## src/rtl/regfile_pkg.sv

```systemverilog
// Shared constants for the LED controller register file: address map,
// fixed register indices and revision.
package regfile_pkg;

  localparam int unsigned ADDR_STATUS = 0;
  localparam int unsigned ADDR_REV    = 1;
  localparam int unsigned ADDR_BASE   = 2;

  localparam int unsigned T0H      = 0;
  localparam int unsigned T0L      = 1;
  localparam int unsigned T1H      = 2;
  localparam int unsigned T1L      = 3;
  localparam int unsigned CHAN_LEN = 4;
  localparam int unsigned CHAN_CNT = 5;

  // Project revision, reported as {REV_MAJOR, REV_MINOR}.
  localparam logic [3:0] REV_MAJOR = 4'd1;
  localparam logic [3:0] REV_MINOR = 4'd2;

endpackage

```

## src/rtl/regfile_ptr.sv

```systemverilog
// Host access pointer: load, post-increment, and wrap within the writable bank.
module regfile_ptr
  import regfile_pkg::*;
#(
  parameter int unsigned ADDR_W  = 4,
  parameter int unsigned REG_NUM = 6
) (
  input  logic              clk_i,
  input  logic              rst_n_i,
  input  logic              ptr_ld_i,
  input  logic [ADDR_W-1:0] ptr_i,
  input  logic              step_i,
  output logic [ADDR_W-1:0] ptr_o
);

  localparam logic [ADDR_W-1:0] FirstAddr = ADDR_W'(ADDR_BASE);
  localparam logic [ADDR_W-1:0] LastAddr  = ADDR_W'(ADDR_BASE + REG_NUM - 1);

  logic [ADDR_W-1:0] ptr_d, ptr_q;

  // Bursts past the last writable register cycle back to the first one.
  always_comb begin
    ptr_d = ptr_q;
    if (ptr_ld_i) begin
      ptr_d = ptr_i;
    end else if (step_i) begin
      ptr_d = (ptr_q == LastAddr) ? FirstAddr : ptr_q + ADDR_W'(1);
    end
  end

  always_ff @(posedge clk_i or negedge rst_n_i) begin
    if (!rst_n_i) begin
      ptr_q <= '0;
    end else begin
      ptr_q <= ptr_d;
    end
  end

  assign ptr_o = ptr_q;

endmodule

```

## src/rtl/regfile_shadow.sv

```systemverilog
// Shadowed register file: host writes land in shadow, copied to active only
// while the output engine is idle so timing never changes mid-frame.
module regfile_shadow
  import regfile_pkg::*;
#(
  parameter int unsigned REG_NUM = 6,
  parameter int unsigned DATA_W  = 8,
  parameter int unsigned ADDR_W  = 4,
  parameter int unsigned CHAN_W  = 4
) (
  input  logic              clk_i,
  input  logic              rst_n_i,
  input  logic              ptr_ld_i,
  input  logic [ADDR_W-1:0] ptr_i,
  input  logic              wr_en_i,
  input  logic [DATA_W-1:0] wr_data_i,
  input  logic              rd_en_i,
  output logic [DATA_W-1:0] rd_data_o,
  output logic              rd_valid_o,
  input  logic              engine_idle_i,
  output logic              pending_o,
  output logic              commit_o,
  output logic [DATA_W-1:0] t0h_time_o,
  output logic [DATA_W:0]   t0s_time_o,
  output logic [DATA_W-1:0] t1h_time_o,
  output logic [DATA_W:0]   t1s_time_o,
  output logic [DATA_W-1:0] chan_len_o,
  output logic [CHAN_W-1:0] chan_cnt_o
);

  logic [ADDR_W-1:0] ptr_q;
  logic              rd_acc, wr_acc, wr_hit, commit;
  logic [DATA_W-1:0] rd_mux;
  logic [DATA_W-1:0] shadow_q [REG_NUM];
  logic [DATA_W-1:0] active_q [REG_NUM];
  logic [DATA_W-1:0] rd_data_q;
  logic              rd_valid_q, pending_q, commit_q;
  logic [DATA_W:0]   t0s_q, t1s_q;
  logic              unused_active;

  // A pointer load takes the whole cycle; any rd/wr alongside it is dropped.
  assign rd_acc = rd_en_i & ~ptr_ld_i;
  assign wr_acc = wr_en_i & ~ptr_ld_i;
  assign commit = engine_idle_i & pending_q;

  regfile_ptr #(
    .ADDR_W  (ADDR_W),
    .REG_NUM (REG_NUM)
  ) u_ptr (
    .clk_i    (clk_i),
    .rst_n_i  (rst_n_i),
    .ptr_ld_i (ptr_ld_i),
    .ptr_i    (ptr_i),
    .step_i   (rd_acc | wr_acc),
    .ptr_o    (ptr_q)
  );

  always_comb begin
    rd_mux = '0;
    wr_hit = 1'b0;
    if (ptr_q == ADDR_W'(ADDR_STATUS)) begin
      rd_mux = DATA_W'(pending_q);
    end else if (ptr_q == ADDR_W'(ADDR_REV)) begin
      rd_mux = DATA_W'({REV_MAJOR, REV_MINOR});
    end
    for (int unsigned i = 0; i < REG_NUM; i++) begin
      if (ptr_q == ADDR_W'(ADDR_BASE + i)) begin
        rd_mux = shadow_q[i];
        wr_hit = wr_acc;
      end
    end
  end

  always_ff @(posedge clk_i or negedge rst_n_i) begin
    if (!rst_n_i) begin
      for (int unsigned i = 0; i < REG_NUM; i++) begin
        shadow_q[i] <= '0;
      end
    end else begin
      for (int unsigned i = 0; i < REG_NUM; i++) begin
        if (wr_acc && (ptr_q == ADDR_W'(ADDR_BASE + i))) begin
          shadow_q[i] <= wr_data_i;
        end
      end
    end
  end

  // Commit copies the pre-write shadow; a same-edge write is picked up next time.
  always_ff @(posedge clk_i or negedge rst_n_i) begin
    if (!rst_n_i) begin
      for (int unsigned i = 0; i < REG_NUM; i++) begin
        active_q[i] <= '0;
      end
    end else if (commit) begin
      for (int unsigned i = 0; i < REG_NUM; i++) begin
        active_q[i] <= shadow_q[i];
      end
    end
  end

  always_ff @(posedge clk_i or negedge rst_n_i) begin
    if (!rst_n_i) begin
      rd_data_q  <= '0;
      rd_valid_q <= 1'b0;
      pending_q  <= 1'b0;
      commit_q   <= 1'b0;
      t0s_q      <= '0;
      t1s_q      <= '0;
    end else begin
      if (rd_acc) begin
        rd_data_q <= rd_mux;
      end
      rd_valid_q <= rd_acc;
      pending_q  <= wr_hit | (pending_q & ~commit);
      commit_q   <= commit;
      t0s_q      <= {1'b0, active_q[T0H]} + {1'b0, active_q[T0L]};
      t1s_q      <= {1'b0, active_q[T1H]} + {1'b0, active_q[T1L]};
    end
  end

  // Channel count only exposes the low bits; extra GP registers have no output.
  always_comb begin
    unused_active = ^active_q[CHAN_CNT];
    for (int unsigned i = CHAN_CNT + 1; i < REG_NUM; i++) begin
      unused_active = unused_active ^ (^active_q[i]);
    end
  end

  assign rd_data_o  = rd_data_q;
  assign rd_valid_o = rd_valid_q;
  assign pending_o  = pending_q;
  assign commit_o   = commit_q;
  assign t0h_time_o = active_q[T0H];
  assign t0s_time_o = t0s_q;
  assign t1h_time_o = active_q[T1H];
  assign t1s_time_o = t1s_q;
  assign chan_len_o = active_q[CHAN_LEN];
  assign chan_cnt_o = active_q[CHAN_CNT][CHAN_W-1:0];

endmodule

```

## config.mk

```make
export PLATFORM = sky130hd
export DESIGN_NAME = regfile_shadow
export DESIGN_NICKNAME = d
export VERILOG_FILES = /design/src/rtl/regfile_pkg.sv /design/src/rtl/regfile_ptr.sv /design/src/rtl/regfile_shadow.sv
export SDC_FILE = /design/constraint.sdc
export NUM_CORES = 1
export LEC_CHECK = 0
export ABC_CLOCK_PERIOD_IN_PS = 3000
export BUFFER_PORTS_ARGS = -buffer_cell sky130_fd_sc_hd__clkbuf_2
export CAP_MARGIN = 20
export CORE_MARGIN = 2
export CORE_UTILIZATION = 45
export DETAILED_ROUTE_END_ITERATION = 10
export PLACE_DENSITY = 0.61
export SLEW_MARGIN = 0
export SYNTH_ARGS = -nofsm -noshare
export SYNTH_HDL_FRONTEND = slang
export SYNTH_SLANG_ARGS = --single-unit
```

## constraint.sdc

```tcl
create_clock -name clk_i -period 3 [get_ports clk_i]
set_clock_uncertainty 0.2 [all_clocks]
set_input_delay 0.6 -clock clk_i [delete_from_list [all_inputs] [get_ports clk_i]]
set_output_delay 0.6 -clock clk_i [all_outputs]
set_load 0.05 [all_outputs]
```

* Word-level counts from Yosys, hierarchy flattened
Cells that the tools add are included.
** Storage, ports and cells
- Register bits after elaboration :: 125
- Output and inout bits :: 57
- Input port bits :: 18
- Logic and storage cells :: 62
** Operators by class
- Equal/unequal tests :: 7
- Reductions and logical operators :: 8
- Bitwise operators :: 8
- Add/subtract/negate cells :: 3
- Mux-type cells :: 17
** Operators with widths (count)
- 8-bit two-way mux :: 7
- 8-bit by 8-bit adder with 9-bit output :: 2
- 4-bit by 3-bit == test with 1-bit output (second input constant) :: 4
- 4-bit two-way mux :: 3
- 4-bit by 2-bit == test with 1-bit output (second input constant) :: 2
- 1-bit logical AND :: 6
- 1-bit two-way mux :: 6
- 5-bit two-way mux :: 1
- 4-bit by 1-bit adder with 4-bit output (second input constant) :: 1
- 1-bit bitwise AND :: 4
- 4-bit by 1-bit == test with 1-bit output (second input constant) :: 1
- 4-bit zero test :: 1
- 1-bit NOT :: 2
- 1-bit OR :: 2
- 2-bit nonzero test :: 1

* Logic depth before layout (Yosys ltp)
Gate-level depths: netlist of run 1.
- Depth after elaboration :: 9
- Gate-level depth with buffers :: 8
- Gate-level depth less buffers :: 6

* Hierarchy
A second synthesis of run 1 with hierarchy kept.
** Second synthesis, totals
- Cell total of the unflattened synthesis :: 476
- Area, all modules :: 5881.9 sq um
** By module, submodules not included
- regfile_shadow :: cells an instance 452, area each 5655.4 sq um, instances 1
- regfile_ptr :: cells an instance 24, area each 226.5 sq um, instances 1

* Worst setup path before layout of run 1
No wires, ideal clock.
- Kind :: input-to-reg
- Start point :: input ptr_ld_i
- End point :: register shadow_q[40] (netlist bit)
- Required time :: 2.675 ns
- Cell stages on the path :: 5
- Slack :: 0.843 ns
- Arrival :: 1.832 ns
- Cells stage by stage :: buf_6 > nand2b_1 > buf_6 > nor4b_4 > mux2_2
** Between the ends
- Cells in the longest elaborated chain, start to end :: 3
** RTL lines
- start, declared :: RTL line regfile_shadow.sv:13 : input logic ptr_ld_i,
- 1-bit NOT :: RTL line regfile_shadow.sv:43 : assign wr_acc = wr_en_i & ~ptr_ld_i;
- 1-bit bitwise AND :: RTL line regfile_shadow.sv:43
- 1-bit logical AND :: RTL line regfile_shadow.sv:81 : if (wr_acc && (ptr_q == ADDR_W'(ADDR_BASE + i))) begin
- end signal, assigned by index :: RTL line regfile_shadow.sv:82 : shadow_q[i] <= wr_data_i;
- end, declared :: RTL line regfile_shadow.sv:34 : logic [DATA_W-1:0] shadow_q [REG_NUM];
Every way passes these cells.
A chain may end at the register's enable or synchronous reset.

* Final worst setup path of run 1
- Start point :: register u_ptr.ptr_q[0] (netlist: u_ptr.ptr_o[0])
- End point :: register rd_data_q[0] (netlist: rd_data_o[0])
** Between the ends
- Cells in the longest elaborated chain, start to end :: 8
** RTL lines
- start, declared :: RTL line regfile_ptr.sv:19 : logic [ADDR_W-1:0] ptr_d, ptr_q;
- start signal, assigned :: RTL line regfile_ptr.sv:35 : ptr_q <= ptr_d;
- 4-bit zero test :: RTL line regfile_shadow.sv:61 : if (ptr_q == ADDR_W'(ADDR_STATUS)) begin
- 8-bit two-way mux :: RTL line regfile_shadow.sv:61
- 8-bit two-way mux (5 in series) :: RTL line regfile_shadow.sv:67 : if (ptr_q == ADDR_W'(ADDR_BASE + i)) begin
- 8-bit two-way mux (*) :: RTL line regfile_shadow.sv:67
- end signal, assigned :: RTL line regfile_shadow.sv:111 : rd_data_q <= rd_mux;
- end, declared :: RTL line regfile_shadow.sv:36 : logic [DATA_W-1:0] rd_data_q;
Mark *: on every way between the ends. The rest lies on a longest branch, timed or not.

==> impl_metrics.csv, run 1 <==
group,metric,value,unit
power,swShare,41.0,%
timing,fmax,411,MHz
clock_network,cts_root_buf,"clkbuf_16",
die,die_w,119,um
die,fp.coreArea,12700,um^2
worst_setup_path,crit_fanout,22,
final_layout,layout.cells.non_filler,724,
place,gp_congestion,0.881,
die,num_io_pins,75,
power,power.switching,3.14,mW
timing,tightest_slew,664,ps
final_layout,final_cell_area,6810,um^2
flow_run,drv_cap,0,
final_layout,n_fill_cell,1143,
grt,use_met2,28.8,%
hold_path,hold_path.class,"input port to register",
grt,grt_antenna_before_repair,0,
routing,vias_per_cell,5.32,
clock_network,insertion_delay,420,ps
yosys,yosysSeqAreaShare,52.7,%
power,vdd_drop_max,0.000604,V
yosys,ys_ff_latch,125,
grt,grt_overflow,0,
clock_network,postCtsSetupRepairBufs,0,
yosys,synth_edf_count,0,
timing,layout_setup_ws,564,ps
hold_path,min_path_cells,3,
hold_path,worstHoldEndpoint,"u_ptr.ptr_o[1]$_DFFE_PN0P_",
yosys,synthArstFlopShare,100,%
timing,fin_crit,2440,ps
final_layout,final_util,53.5,%
yosys,syn_avg_cell_area,12.2,um^2
die,die_h,119,um
die,die_area,14100,um^2
worst_setup_path,crit_path_end_kind,"register",
final_layout,drive_above_1_share,37.1,%
power,seqPwrFrac,37.3,%
power,clkPwrFrac,22.3,%
place,place_area,6320,um^2
routing,wl_per_cell,17.1,um
timing,maxSlewViolCount,0,
final_layout,synthToLayoutAreaGrowth,14.9,%
grt,grt_max_degree,48,
clock_network,cts_buffer_depth,2,
timing,rsz0062_at_grt,"false",
final_layout,antennaDiodeCount,0,
grt,grt_pass1_wl,20.7,mm
grt,grt_pass1_vias,3955,
grt,use_met1,25.5,%
clock_network,cts_made_buffers,17,
power,power.density,1120,nW/um^2
worst_setup_path,rrSetupSlack,560,ps
yosys,synthCells,486,
routing,dr.pass1.iters,4,
grt,met3_usage,5.84,%
final_layout,nets,585,
place,dp.cells,696,
timing,min_period_over_period,81.2,%
routing,antenna_left,0,
worst_setup_path,reg2reg_to,"rd_data_o[0]$_DFFE_PN0P_",
grt,grt_use_total,19.1,%
place,dp_hpwl,8.86,mm
yosys,dominantRegCellSynth,"dfrtp_1",
timing,timing.hold.ws,193,ps
worst_setup_path,critPathSlowestCell,"ha_1",
routing,vias,3849,
worst_setup_path,reg2reg_depth,6,
clock_network,clk_pin_slew,50,ps
power,p_int,4.52,mW
yosys,netlist_area,5930,um^2
worst_setup_path,critPathArrivalTime,2540,ps
yosys,syn-num-nets,527,
routing,route.detailed.drc,0,
worst_setup_path,cpLargestDelayFamily,"adder cells",
power,combPwrFrac,40.4,%
place,dp_slack,542,ps
worst_setup_path,startpoint_type,"register",
clock_network,clkSinkCount,125,
die,initial_core_util,46.6,%
timing,finalSetupViolCount,0,
hold_path,worstHoldStart,"ptr_i[1]",
yosys,yosysWarnings,0,
clock_network,cts_tree,"yes",
grt,busiest_layer,"met2",
timing,tns,0,ps
worst_setup_path,worstPathRequired,3110,ps
timing,hold_viol_final,0,
status,status,"completed",
routing,drt_iter0_drc,190,
timing,slew_headroom,55.8,%
place,io_buffers,74,
worst_setup_path,crit_type,"register to register",
yosys,ys_types,50,
die,rows,41,
worst_setup_path,cp_num_buf_inv,1,
power,leakage,3.27,nW
clock_network,h-tree-depth,4,
power,p_total,7.66,mW
worst_setup_path,r2r-start,"u_ptr.ptr_o[0]$_DFFE_PN0P_",
worst_setup_path,critPathMaxStageDelay,600,ps
routing,postRouteWirelength,12.4,mm
worst_setup_path,crit_chain,"inv_1 -> ha_1 -> nor2b_1 -> a21oi_1 -> mux4_2 -> a31o_2",
cells by family (layout without fill, tap and decap cells):
| kind of cell | after synthesis | after routing | synth area share, % |
|---|---|---|---|
| multiplexers | 92 | 92 | 17.6 |
| AO/OA/AOI/OAI | 85 | 85 | 8.61 |
| flip-flops | 125 | 125 | 52.7 |
| buffers and inverters | 61 | 127 | 6.03 |
| AND/OR/NAND/NOR | 87 | 87 | 7.95 |
| XOR/XNOR | 13 | 13 | 1.92 |
| adder cells (fa/ha/maj) | 23 | 23 | 5.11 |
worst register-to-register path, cell delays in order, from the launching register on:
cell     delay, ps
dfrtp_1        420
inv_1          140
ha_1           600
nor2b_1        210
a21oi_1         50
mux4_2         460
a31o_2         250
area by class of cell:
| cell class | instances | area [um^2] | area share [%] |
|---|---|---|---|
| well taps | 172 | 215 | 3.16 |
| inverters | 14 | 52.6 | 0.771 |
| clock inverters | 4 | 20.0 | 0.294 |
| multi-input cells | 300 | 2450 | 35.9 |
| repair buffers | 86 | 490 | 7.20 |
| flip-flops and latches | 125 | 3130 | 45.9 |
| clock buffers | 23 | 458 | 6.72 |
per-layer routing:
| metal | up-vias | routed length [um] |
|---|---|---|
| met1 | 1920 | 5660 |
| li1 | 1810 | - |
| met3 | 20 | 670 |
| met5 | - | 0 |
| met4 | 0 | 297 |
| met2 | 99 | 5760 |
sequential cells by signal, indices dropped and copies added, names as in the netlist:
register and cells:
shadow_q 48, active_q 16, t0s_time_o 9, t1s_time_o 9, chan_len_o 8, rd_data_o 8
t0h_time_o 8, t1h_time_o 8, chan_cnt_o 4, u_ptr.ptr_o 4, commit_o 1, pending_o 1
rd_valid_o 1
cells in the final DEF, fill, tap and decap left out, types with 2 or more instances in the layout:
cell / count
clkbuf_2: 73
o211ai_1: 5
dfrtp_1: 125
or2_2: 2
inv_1: 13
nor3_1: 4
nand2_1: 31
clkinv_2: 4
or3_1: 7
nand2b_1: 3
clkbuf_16: 17
mux2_2: 90
ha_1: 21
a21oi_1: 31
xnor2_1: 7
nand3b_1: 7
buf_12: 2
and2_1: 6
o21ai_0: 27
fa_1: 2
clkbuf_1: 5
o221ai_1: 2
nand3_1: 8
xor2_1: 6
nor2_1: 10
a21o_1: 2
a2111oi_0: 2
o22ai_1: 2
nor2b_1: 2
buf_4: 10
a22o_1: 2
o21bai_1: 2
cells in the mapped netlist (3+ instances only):
| cell | count | area (um^2) |
|---|---|---|
| a21oi_1 | 31 | 155 |
| nand3b_1 | 7 | 52.6 |
| nor3_1 | 4 | 20.0 |
| o21ai_0 | 27 | 135 |
| clkbuf_1 | 9 | 33.8 |
| nand2_1 | 32 | 120 |
| inv_1 | 13 | 48.8 |
| or3_1 | 7 | 43.8 |
| xnor2_1 | 7 | 61.3 |
| dfrtp_1 | 125 | 3130 |
| mux2_2 | 90 | 1010 |
| nor2_1 | 10 | 37.5 |
| xor2_1 | 6 | 52.6 |
| o211ai_1 | 5 | 37.5 |
| buf_2 | 7 | 35.0 |
| nand3_1 | 8 | 40.0 |
| nand2b_1 | 3 | 18.8 |
| and2_1 | 6 | 37.5 |
| buf_4 | 28 | 210 |
| ha_1 | 21 | 263 |
what timing repair did:
item,4_1_cts,5_1_grt
gates resized for setup,0,0
hold buffers,1,0
hold endpoints to repair,39,0
power groups by stage:
stage                     Sequential (mW)  Clock [mW]  Combinational (mW)
after global placement               2.89           0                3.05
after detailed placement             2.90           0                3.11
after global routing                 2.96        1.83                3.34
final                                2.86        1.71                3.09
after floorplan                      3.20           0                2.27
after CTS                            2.88        1.75                3.13
worst max-delay path by stage:
stage	start	endpoint	slack [ps]	depth (start not counted)
after floorplan	ptr_ld_i	shadow_q[40]$_DFFE_PN0P_	840	5
after global placement	ptr_ld_i	shadow_q[45]$_DFFE_PN0P_	600	4
after detailed placement	ptr_ld_i	shadow_q[47]$_DFFE_PN0P_	540	4
after CTS	u_ptr.ptr_o[0]$_DFFE_PN0P_	rd_data_o[0]$_DFFE_PN0P_	580	6
after global routing	u_ptr.ptr_o[0]$_DFFE_PN0P_	rd_data_o[2]$_DFFE_PN0P_	160	6
final	u_ptr.ptr_o[0]$_DFFE_PN0P_	rd_data_o[0]$_DFFE_PN0P_	560	6
No activity file was read; power rests on OpenSTA's default activity.
==> run 2, diff against run 1 <==
- ABC_CLOCK_PERIOD_IN_PS: 3000 -> 2400
- clock period: 3 -> 2.4 ns (I/O delays scaled with it)
==> run 2 against run 1 <==
Compared with the run above:
- register-to-register slack got worse by 450 ps
- critical path depth is the same
- flip-flop and latch count did not move
- fmax up 6.5%
- via count up 0.10%
- hold slack worse by 110 ps
- clock-buffer cell count rose by 1
- power is 30% higher
- utilization is 1.5 points higher
- routed wire length fell by 1.1%
- critical path type unchanged
==> impl_metrics.csv, run 2 (synthesis gave the netlist of run 1 again) <==
group,metric,value,unit
status,status,"completed",
grt,grt_use_total,18.6,%
final_layout,n_fill_cell,1130,
final_layout,final_common_cell,"dfrtp_1",
final_layout,synthToLayoutAreaGrowth,18.1,%
die,die_w,119,um
timing,fmax,437,MHz
grt,use_met2,29.1,%
die,num_io_pins,75,
timing,finalSetupViolCount,0,
worst_setup_path,crit_chain,"ha_1 -> fa_1 -> a21o_1 -> a21oi_1 -> o21ai_0 -> o41a_1",
timing,hold_viol_final,0,
die,fp.coreArea,12700,um^2
hold_path,hold_path.class,"input port to register",
worst_setup_path,crit_fanout,3,
routing,vias,3853,
power,power.density,1420,nW/um^2
worst_setup_path,cpLargestDelayFamily,"compound AO/OA/AOI/OAI gates",
clock_network,h-tree-depth,4,
final_layout,drive_above_1_share,38.7,%
final_layout,layout.cells.non_filler,740,
place,gp_congestion,0.874,
grt,grt_pass1_vias,3953,
grt,use_met1,24.8,%
place,dp_hpwl,8.99,mm
die,die_h,119,um
clock_network,clk_pin_slew,50,ps
place,dp_slack,145,ps
timing,tightest_slew,487,ps
worst_setup_path,startpoint_type,"register",
clock_network,cts_tree,"yes",
final_layout,nets,596,
routing,vias_per_cell,5.21,
place,io_buffers,74,
clock_network,insertion_delay,410,ps
routing,wl_per_cell,16.6,um
grt,met3_usage,5.12,%
worst_setup_path,critPathArrivalTime,2380,ps
worst_setup_path,crit_type,"register to register",
grt,grt_max_degree,48,
routing,dr.pass1.iters,4,
grt,grt_antenna_before_repair,0,
timing,maxSlewViolCount,0,
die,die_area,14100,um^2
timing,layout_setup_ws,113,ps
timing,tns,0,ps
die,initial_core_util,46.6,%
clock_network,post_cts_resized,0,
worst_setup_path,critPathSlowestCell,"fa_1",
flow_run,drv_cap,0,
routing,postRouteWirelength,12.3,mm
worst_setup_path,crit_path_end_kind,"register",
timing,min_period_over_period,95.3,%
final_layout,top_register,"shadow_q",
routing,route.detailed.drc,0,
final_layout,final_cell_mix,"125 x dfrtp_1, 90 x mux2_2, 73 x clkbuf_2",
timing,slew_headroom,67.4,%
clock_network,cts_buffer_depth,2,
worst_setup_path,worstPathRequired,2490,ps
grt,grt_pass1_wl,20.4,mm
final_layout,reg_top3,"shadow_q: 48 flops, active_q: 16 flops",
grt,busiest_layer,"met2",
worst_setup_path,cp_num_buf_inv,0,
clock_network,cts_root_buf,"clkbuf_16",
clock_network,clkSinkCount,125,
timing,fin_crit,2290,ps
grt,grt_overflow,0,
final_layout,antennaDiodeCount,0,
timing,rsz0062_at_grt,"false",
routing,drt_iter0_drc,205,
power,leakage,3.38,nW
worst_setup_path,critPathMaxStageDelay,410,ps
clock_network,cts_made_buffers,17,
power,vdd_drop_max,0.000778,V
timing,timing.hold.ws,83.9,ps
place,dp.cells,707,
final_layout,final_util,55.1,%
die,rows,41,
final_layout,largest_register_ffs,48,
routing,antenna_left,0,
## run 2: layer usage
| metal | vias up | part of all wire [%] |
|---|---|---|
| li1 | 1834 | - |
| met3 | 13 | 4.5 |
| met5 | - | 0 |
| met4 | 0 | 1.5 |
| met1 | 1925 | 46 |
| met2 | 81 | 48 |
## run 2: final timing paths
| path | startpoint | end | slack (ps) | depth (start not counted) |
|---|---|---|---|---|
| hold / removal | ptr_i[1] | u_ptr.ptr_o[1]$_DFFE_PN0P_ | 80 | 3 |
| setup / recovery | t1h_time_o[0]$_DFFE_PN0P_ | t1s_time_o[8]$_DFF_PN0_ | 110 | 6 |
| min in group asynchronous | rst_n_i | shadow_q[17]$_DFFE_PN0P_ | 360 | 2 |
| hold reg to reg | active_q[16]$_DFFE_PN0P_ | t1s_time_o[0]$_DFF_PN0_ | 290 | 1 |
| setup reg to reg | t1h_time_o[0]$_DFFE_PN0P_ | t1s_time_o[8]$_DFF_PN0_ | 110 | 6 |
| max in group asynchronous | rst_n_i | shadow_q[34]$_DFFE_PN0P_ | 950 | 3 |
## run 2: area by class of cell
cell class	count	area, um^2	share of cell area (%)
flip-flops and latches	125	3130	44.7
well taps	172	215	3.07
clock inverters	8	115	1.64
repair buffers	97	586	8.36
multi-input cells	300	2450	34.9
inverters	14	52.6	0.750
clock buffers	24	462	6.59
## run 2: worst min-delay path: cells and delay by family
kind,cells,cell delay (ps)
compound gates,1,60
buf+inv,1,70
simple gates,1,40
## run 2: report_power, final
part	internal, mW	switching (mW)	total (mW)
logic	1.38	2.51	3.89
clock network	1.65	0.855	2.50
registers	2.98	0.572	3.56
## run 2: per-stage QoR
stage	total power [mW]	cell area, um^2
after floorplan	6.84	5930
after global placement	7.44	6420
after detailed placement	7.53	6420
after CTS	10.1	7010
after global routing	10.5	7010
final	9.95	7010
## run 2: repair_timing
action,4_1_cts,5_1_grt
endpoints found under the hold margin,28,0
setup buffers,0,0
hold buffers,1,0
